<file path="src/rtl/div_pkg.sv">
// div_pkg: shared constants and state type for the divider sequencer.
// Rev 1.0
`default_nettype none
package div_pkg;
  localparam int WIDTH      = 32;
  localparam int DIV_CYCLES = 33;
  localparam int CNT_W      = 6;
  localparam logic [WIDTH-1:0] ZERO_WORD = '0;

  typedef enum logic [1:0] {
    IDLE = 2'd0,
    RUN  = 2'd1,
    ZERO = 2'd2,
    DONE = 2'd3
  } state_t;
endpackage
`default_nettype wire

</file>
<file path="src/rtl/div.sv">
// div: 32-bit signed non-restoring divider stepped by an external count (0 load, 1..32 iterate).
// Rev 1.0
`default_nettype none
module div (
  input  logic        clk,
  input  logic        reset,
  input  logic [31:0] i_dividend,
  input  logic [31:0] i_divisor,
  input  logic [31:0] i_count,
  output logic [31:0] o_quotient,
  output logic [31:0] o_remainder
);
  logic [31:0] r_q;
  logic [33:0] r_r;
  logic [31:0] r_d;
  logic        r_neg;

  logic        w_load;
  logic        w_iter;
  logic        w_last;
  logic [31:0] w_abs_a;
  logic [31:0] w_abs_b;
  logic [33:0] w_shift;
  logic [33:0] w_dext;
  logic [33:0] w_rstep;
  logic [33:0] w_rfix;
  logic [31:0] w_qstep;

  always_comb begin
    w_load  = (i_count == 32'd0);
    w_last  = (i_count == 32'd32);
    w_iter  = (i_count != 32'd0) && (i_count <= 32'd32);
    w_abs_a = i_dividend[31] ? (32'd0 - i_dividend) : i_dividend;
    w_abs_b = i_divisor[31]  ? (32'd0 - i_divisor)  : i_divisor;
    w_shift = {r_r[32:0], r_q[31]};
    w_dext  = {2'b00, r_d};
    // Bit 33 is the partial-remainder sign: add back when negative, subtract otherwise.
    w_rstep = r_r[33] ? (w_shift + w_dext) : (w_shift - w_dext);
    w_qstep = {r_q[30:0], ~w_rstep[33]};
    w_rfix  = (w_last && w_rstep[33]) ? (w_rstep + w_dext) : w_rstep;
  end

  always_ff @(posedge clk or negedge reset) begin
    if (!reset) begin
      r_q   <= '0;
      r_r   <= '0;
      r_d   <= '0;
      r_neg <= 1'b0;
    end else if (w_load) begin
      r_q   <= w_abs_a;
      r_r   <= '0;
      r_d   <= w_abs_b;
      r_neg <= i_dividend[31] ^ i_divisor[31];
    end else if (w_iter) begin
      r_q   <= w_qstep;
      r_r   <= w_rfix;
    end
  end

  assign o_quotient  = r_neg ? (32'd0 - r_q) : r_q;
  assign o_remainder = r_r[31:0];
endmodule
`default_nettype wire

</file>
<file path="src/rtl/div_counter.sv">
// div_counter: 6-bit iteration counter, zero-extended for the divider count input.
// Rev 1.0
`default_nettype none
module div_counter #(
  parameter int CW = 6,
  parameter int OW = 32
) (
  input  logic          clk,
  input  logic          reset,
  input  logic          i_clr,
  input  logic          i_en,
  output logic [CW-1:0] o_cnt,
  output logic [OW-1:0] o_cnt_ext
);
  logic [CW-1:0] r_cnt;

  always_ff @(posedge clk or negedge reset) begin
    if (!reset) begin
      r_cnt <= '0;
    end else if (i_clr) begin
      r_cnt <= '0;
    end else if (i_en) begin
      r_cnt <= r_cnt + 1'b1;
    end
  end

  assign o_cnt     = r_cnt;
  assign o_cnt_ext = {{(OW-CW){1'b0}}, r_cnt};
endmodule
`default_nettype wire

</file>
<file path="src/rtl/div_ctrl.sv">
// div_ctrl: accepts a divide request, sequences div through its count range and registers the result.
// Rev 1.0
`default_nettype none
module div_ctrl
  import div_pkg::*;
(
  input  logic             clk,
  input  logic             reset,
  input  logic             ctrl_div,
  input  logic [WIDTH-1:0] operand_a,
  input  logic [WIDTH-1:0] operand_b,
  output logic             busy,
  output logic             result_rdy,
  output logic [WIDTH-1:0] data_result,
  output logic [WIDTH-1:0] data_rem,
  output logic             data_exc
);
  state_t           r_state;
  logic [WIDTH-1:0] r_a_q;
  logic [WIDTH-1:0] r_b_q;
  logic             r_busy;
  logic             r_rdy;
  logic [WIDTH-1:0] r_result;
  logic [WIDTH-1:0] r_rem;
  logic             r_exc;

  logic [CNT_W-1:0] w_cnt;
  logic [WIDTH-1:0] w_count;
  logic             w_at_last;
  logic             w_cnt_clr;
  logic             w_cnt_en;
  logic [WIDTH-1:0] w_quot;
  logic [WIDTH-1:0] w_rem_mag;
  logic [WIDTH-1:0] w_rem_signed;

  assign w_at_last    = (w_cnt == CNT_W'(DIV_CYCLES));
  assign w_cnt_en     = (r_state == RUN);
  // Count sits at 0 outside RUN so div keeps reloading the held operands.
  assign w_cnt_clr    = (r_state != RUN) || w_at_last;
  assign w_rem_signed = r_a_q[WIDTH-1] ? (ZERO_WORD - w_rem_mag) : w_rem_mag;

  div_counter #(
    .CW (CNT_W),
    .OW (WIDTH)
  ) u_counter (
    .clk       (clk),
    .reset     (reset),
    .i_clr     (w_cnt_clr),
    .i_en      (w_cnt_en),
    .o_cnt     (w_cnt),
    .o_cnt_ext (w_count)
  );

  div u_div (
    .clk         (clk),
    .reset       (reset),
    .i_dividend  (r_a_q),
    .i_divisor   (r_b_q),
    .i_count     (w_count),
    .o_quotient  (w_quot),
    .o_remainder (w_rem_mag)
  );

  always_ff @(posedge clk or negedge reset) begin
    if (!reset) begin
      r_state  <= IDLE;
      r_a_q    <= ZERO_WORD;
      r_b_q    <= ZERO_WORD;
      r_busy   <= 1'b0;
      r_rdy    <= 1'b0;
      r_result <= ZERO_WORD;
      r_rem    <= ZERO_WORD;
      r_exc    <= 1'b0;
    end else begin
      case (r_state)
        IDLE: begin
          r_rdy <= 1'b0;
          if (ctrl_div) begin
            r_a_q   <= operand_a;
            r_b_q   <= operand_b;
            r_busy  <= 1'b1;
            r_state <= (operand_b == ZERO_WORD) ? ZERO : RUN;
          end
        end
        RUN: begin
          if (w_at_last) begin
            r_result <= w_quot;
            r_rem    <= w_rem_signed;
            r_exc    <= 1'b0;
            r_busy   <= 1'b0;
            r_rdy    <= 1'b1;
            r_state  <= DONE;
          end
        end
        ZERO: begin
          r_result <= ZERO_WORD;
          r_rem    <= ZERO_WORD;
          r_exc    <= 1'b1;
          r_busy   <= 1'b0;
          r_rdy    <= 1'b1;
          r_state  <= DONE;
        end
        DONE: begin
          r_rdy   <= 1'b0;
          r_state <= IDLE;
        end
        default: begin
          r_state <= IDLE;
        end
      endcase
    end
  end

  assign busy        = r_busy;
  assign result_rdy  = r_rdy;
  assign data_result = r_result;
  assign data_rem    = r_rem;
  assign data_exc    = r_exc;
endmodule
`default_nettype wire

</file>
<file path="config.mk">
export PLATFORM = sky130hd
export DESIGN_NAME = div_ctrl
export DESIGN_NICKNAME = d
export VERILOG_FILES = /design/src/rtl/div_pkg.sv /design/src/rtl/div.sv /design/src/rtl/div_counter.sv /design/src/rtl/div_ctrl.sv
export SDC_FILE = /design/constraint.sdc
export NUM_CORES = 1
export LEC_CHECK = 0
export CORE_MARGIN = 2
export CORE_UTILIZATION = 50
export CTS_CLUSTER_DIAMETER = 60
export DETAILED_ROUTE_END_ITERATION = 8
export PLACE_DENSITY = 0.72
export SYNTH_ARGS = -nofsm -noshare
export SYNTH_HDL_FRONTEND = slang
export SYNTH_HIERARCHICAL = 1
export SYNTH_SLANG_ARGS = --single-unit
</file>
<file path="constraint.sdc">
create_clock -name clk -period 6.63 [get_ports clk]
set_clock_uncertainty 0.05 [all_clocks]
set_input_delay 0.9945 -clock clk [delete_from_list [all_inputs] [get_ports clk]]
set_output_delay 0.9945 -clock clk [all_outputs]
set_load 0.01 [all_outputs]
</file>
### Word level (Yosys, flattened, before mapping)

Index checks and enable logic that the tools add are counted.
W data, S select, Z words.

| word-level totals | value |
|---|---|
| word-level logic and storage cells | 74 |
| input bits | 67 |
| bits in registers | 238 |

| operators by class | value |
|---|---|
| eq/ne operators | 8 |
| multiplexer cells | 26 |
| bitwise logic cells | 2 |
| add/subtract/negate cells | 8 |
| order comparisons | 1 |
| reduce and logical (&&, ||, !) cells | 16 |

Operator list:

| kind | count |
|---|---|
| $mux W32 | 8 |
| $mux W34 | 4 |
| $pmux W32 S2 | 2 |
| $sub A1 B32 Y32 const A | 4 |
| $add A34 B32 Y34 | 2 |
| $logic_not A32 Y1 | 2 |
| $sub A34 B32 Y34 | 1 |
| $reduce_bool A32 Y1 | 1 |
| $eq A6 B6 Y1 const B | 2 |
| $mux W6 | 2 |
| $pmux W2 S4 | 1 |
| $add A6 B1 Y6 const B | 1 |
| $le A6 B6 Y1 const B | 1 |
| $mux W2 | 3 |
| $pmux W1 S3 | 2 |
| $reduce_and A2 Y1 | 3 |
| $reduce_bool A2 Y1 | 3 |
| $eq A2 B2 Y1 const B | 2 |
| $ne A2 B2 Y1 const B | 2 |
| $mux W1 | 3 |
| $reduce_and A3 Y1 | 1 |
| $reduce_bool A3 Y1 | 1 |
| $eq A2 B1 Y1 const B | 1 |
| $logic_and A1 B1 Y1 | 2 |
| other kinds (7) | 7 |

### Depth between registers and ports, before layout

Gate-level depths: netlist (run 1).

| logic depth | value |
|---|---|
| depth after elaboration | 6 |
| mapped depth | 29 |

### Cells and area by module

Netlist (run 1), hierarchy kept.

Modules (own cells, without submodules):

| module | times used | cells an instance | area an instance (sq um) | sequential area each (sq um) |
|---|---|---|---|---|
| div | 1 | 1323 | 10463.8 | 2477.4 |
| div_ctrl | 1 | 470 | 5818.1 | 3328.2 |
| div_counter | 1 | 57 | 513.0 | 150.1 |

### Worst setup path after synthesis (run 1)

No wires, ideal clock.

| timing path | value |
|---|---|
| path type | register to register |
| start | register u_div.r_d[7] |
| end | register u_div.r_r[33] |
| cell stages (with the launch flop) | 28 |
| clock period less this slack | 5.369 ns |
| arrival time | 5.227 ns |
| path slack | 1.261 ns |
| cells stage by stage | dfrtp_1 or4_4 nor2_1 nand3b_1 or2_2 nor2_1 nor2_1 xor2_1 ha_1 o21ai_0 nor2_1 o41ai_1 o31a_1 nand2_1 a21o_1 a21oi_1 xnor2_1 ha_1 a21o_1 a21o_1 a21o_1 a221o_1 and2_1 a31oi_1 a21oi_1 a21oi_1 nor3_1 o31ai_2 |

| on the way | value |
|---|---|
| cells in the longest elaborated chain, start to end | 6 |
| elaborated cells between the ends (all ways) | 8 |
| classes of those cells | add/sub (3); mux (4); reduce/logical (1) |

Ends and longest elaborated chain:

| element | RTL line | text |
|---|---|---|
| start: declaration | div.sv:15 | `logic [31:0] r_d;` |
| start signal: assignment | div.sv:52 | `r_d <= w_abs_b;` |
| $sub A34 B32 Y34 / $add A34 B32 Y34 (equally long branches) | div.sv:38 | `w_rstep = r_r[33] ? (w_shift + w_dext) : (w_shift - w_dext);` |
| $mux W34 | div.sv:38 |  |
| $add A34 B32 Y34 / $logic_and A1 B1 Y1 (equally long branches) | div.sv:40 | `w_rfix = (w_last && w_rstep[33]) ? (w_rstep + w_dext) : w_rstep;` |
| $mux W34 * | div.sv:40 |  |
| $mux W34 * | div.sv:54 | `end else if (w_iter) begin` |
| $mux W34 * | div.sv:49 | `end else if (w_load) begin` |
| end signal: assignment | div.sv:56 | `r_r <= w_rfix;` |
| end: declaration | div.sv:14 | `logic [33:0] r_r;` |

Every way passes the cells marked *; elsewhere a longest branch is shown, timed or not. The select of a mux whose other input is x is not followed.
A chain may end at the register's enable or synchronous reset.

### Final worst setup path (run 1)

| timing path | value |
|---|---|
| start | register u_div.r_d[7] |
| end | register u_div.r_r[31] |

Same word-level chain as after synthesis.

==> run_results.csv, run 1 <==
group,metric,value,unit
grt,grt_pass1_wl,70600,µm
layout,multi_input_area,0.00993,mm²
synthesis,netlist_top_cells_count,"238 x dfrtp_1, 189 x nand2_1, 139 x o21ai_0",
layout,antenna_cells,0,
timing,max_freq,167,MHz
layout,syn2layout_area_growth,13.4,%
power,peakVddDrop,0.241,mV
clocking,clk_path_buf_depth,3,
clocking,clkLatencyLatePin,560,ps
floorplan,die_h,187,µm
synthesis,synth_area,0.0168,mm²
synthesis,yosys_register_bits,238,
job,cap_violations,0,
placed_design,dpl_worst_slack,725,ps
timing,finalMaxSlewViolations,0,
synthesis,synth.distinct_cells,84,
timing,worstMarginPinSlew,1180,ps
clocking,cts_made_buffers,30,
timing,relSlewSlack,20.6,%
grt,grt_pass1_vias,13100,
worst_setup_path,critPathArrivalTime,6380,ps
placed_design,place_hpwl,33800,µm
route,wirelength,44500,µm
synthesis,synth_top_area_share,35.5,%
timing,rsz0062_at_grt,"false",
worst_setup_path,rrSetupSlack,630,ps
timing,post-route-min-period,6000,ps
grt,grt_max_degree,143,
synthesis,synth-edff-count,0,
route,wl_per_cell,18.7,µm
worst_setup_path,startpoint_type,"register",
synthesis,ys.flop_type,"dfrtp_1",
grt,antenna_found_initial,0,
clocking,clk_pin_slew,60,ps
clocking,postCtsSetupBuffers,0,
layout,post-route-util,57.2,%
timing,finalSetupTns,0,ps
route,dr_total_vias,13900,
route,dr.pass1.iters,5,
layout,layout-drive-gt1-share,8.86,%
floorplan,core-area,0.0333,mm²
timing,min_period_over_period,90.5,%
route,drt_iter0_markers,843,
floorplan,rows,67,
power,power_leakage,8.72,nW
timing,final-hold-violation-count,0,
floorplan,ioPinCount,134,
power,pwr_density_cell,252,mW/mm²
clocking,root_buffer,"clkbuf_16",
synthesis,yosysMostFrequentCell,"dfrtp_1",
grt,track_usage,24.7,%
synthesis,synth_area_leaders,"dfrtp_1 35%, xor2_1 6.4%, ha_1 5.7%, mux2_2 4.5%, nand2_1 4.2%",
timing,setup_ws,632,ps
floorplan,die_x,187,µm
synthesis,avgSynthCellArea,9.08,µm²
worst_setup_path,worstSetupPathType,"reg2reg",
synthesis,yosysWarnings,6,
clocking,post_cts_resized,0,
synthesis,async_reset_ff_share,100,%
synthesis,syn-instance-count,1850,
route,drc,0,
clocking,cts_sinks,238,
synthesis,synth-seq-area-share,35.5,%
synthesis,synth_area_leader_cell,"dfrtp_1",
layout,n_fill_cell,3027,
clocking,postCtsHoldBufs,0,
worst_setup_path,end_kind,"register",
route,viasPerCell,5.86,
placed_design,dp.cells,2324,
route,ant_nets,0,
placed_design,gp_congestion,0.961,
worst_setup_path,crit_required,7010,ps
status,status,"complete, no violations",
layout,finalNonFillerCells,2379,
floorplan,design.die.area,0.0351,mm²
clocking,cts_tree,"yes",
placed_design,portBuffers,133,
floorplan,start_util,50.5,%
layout,ff_latch_area,0.00596,mm²
layout,nets,2053,
worst_setup_path,path_max_fanout,6,
clocking,htree_levels,1,
timing,setup-violations-final,0,
grt,grt_overflow_total,0,
hold_path,hp-class,"in2async",
==> final timing paths <==
path                               from                 end  depth (start not counted)
max                        u_div/r_d[7]       u_div/r_r[31]                         27
min                               reset  u_counter/o_cnt[1]                          1
max reg2reg                u_div/r_d[7]       u_div/r_r[31]                         27
min reg2reg                  result_rdy          result_rdy                          2
max in group asynchronous         reset        u_div/r_r[9]                          2
min in group clk             result_rdy          result_rdy                          2
==> registers in the layout, indices dropped and copies added (netlist names), 2 cells and up <==
name             cells
r_b_q               32
data_result         32
u_div/r_r           34
r_state              2
r_a_q               32
u_div/r_q           32
u_counter/o_cnt      6
u_div/r_d           32
data_rem            32
==> area by class of cell <==
class | instances | share of cell area, %
inverters | 44 | 0.867
multi-input cells | 1450 | 52.1
clock buffers | 41 | 4.42
repair buffers | 144 | 7.52
well taps | 448 | 2.94
clock inverters | 14 | 0.841
flip-flops and latches | 238 | 31.3
==> where the power goes <==
part	leakage [nW]	internal (W)	switching, W
sequential	3.17	0.00167	0.000339
clock	0.495	0.000975	0.000658
combinational	5.06	0.000562	0.000584
==> critical path: stages, from the launching register on <==
cell,delay [ps]
dfrtp_1,430
or4_4,580
nor2_1,180
nand3b_1,180
or2_2,340
nor2_1,100
nor2_1,60
xor2_1,160
ha_1,360
o21ai_0,170
nor2_1,80
o41ai_1,250
o31a_1,240
nand2_1,100
a21o_1,190
a21oi_1,160
xnor2_1,170
ha_1,320
a21o_1,220
a21o_1,180
a21o_1,190
a221o_1,330
and2_1,160
a31oi_1,150
a21oi_1,110
xor2_1,150
mux2i_1,170
o21ai_1,90
==> stage by stage <==
step | hold WS, ps | power [W] | instance area [µm²]
2_1_floorplan | 435 | 0.00282 | 16900
3_3_place_gp | 405 | 0.00311 | 18000
3_5_place_dp | 413 | 0.00317 | 18000
4_1_cts | 426 | 0.00482 | 19000
5_1_grt | 448 | 0.00505 | 19000
6_report | 422 | 0.00479 | 19000
==> cells in the final DEF, fill, tap and decap left out, types with 7 or more instances in the layout <==
master           synthesis  routed
and2_1                   7       7
a22o_1                  33      33
nand2b_1                13      13
nor4_1                  24      24
o21a_1                  10      10
clkbuf_16                0      30
o41ai_1                 20      20
nand2_1                189     187
nor2b_1                 14      14
a22oi_1                  8       8
or3_1                   25      24
a211oi_1                 9       9
a21o_1                  32      32
nand3_1                 28      28
buf_4                   65      10
dfrtp_1                238     237
xor2_1                 122     122
o21ai_0                139     139
o211ai_1                 8       8
nor3_1                  38      38
a31oi_1                 18      18
ha_1                    76      76
xnor2_1                 81      81
a21oi_1                 99      98
nor2_1                 105     105
conb_1                   1      26
clkdlybuf4s50_1          0     132
inv_1                   44      44
nand4_1                 20      20
o21ai_1                 52      52
and3_1                   9       9
mux2i_1                 35      35
or4_1                   15      15
mux2_2                  67      67
o31ai_1                 37      37
nand3b_1                 8       8
==> layer usage <==
metal / track usage [%] / routed length [µm] / vias up
met2: 39.0 / 19500 / 449
met1: 36.6 / 21400 / 6665
met4: 5.71 / 815 / 0
met5: 0 / 0 / -
li1: - / - / 6757
met3: 2.63 / 2720 / 60
==> cells by family (layout without fill, tap and decap cells) <==
group	after synthesis	count (layout)	share of synthesized area, %
buffers and inverters	187	243	6.09
AOI/OAI and AO/OA	515	515	19.5
DFF	238	238	35.5
and+or+nand+nor	525	525	15.7
adders and majority gates	78	78	5.90
muxes	102	102	6.58
xor gates and xnor gates	204	204	10.8
other	1	26	0.0223
(Power assumes the default switching activity.)
==> run 2: changes to the inputs <==
CAP_MARGIN = 10   (was default)
GPL_TIMING_DRIVEN = 1   (was default)
==> results of run 2 <==
No change in the layout: final DEF, timing and power equal those of run 1.
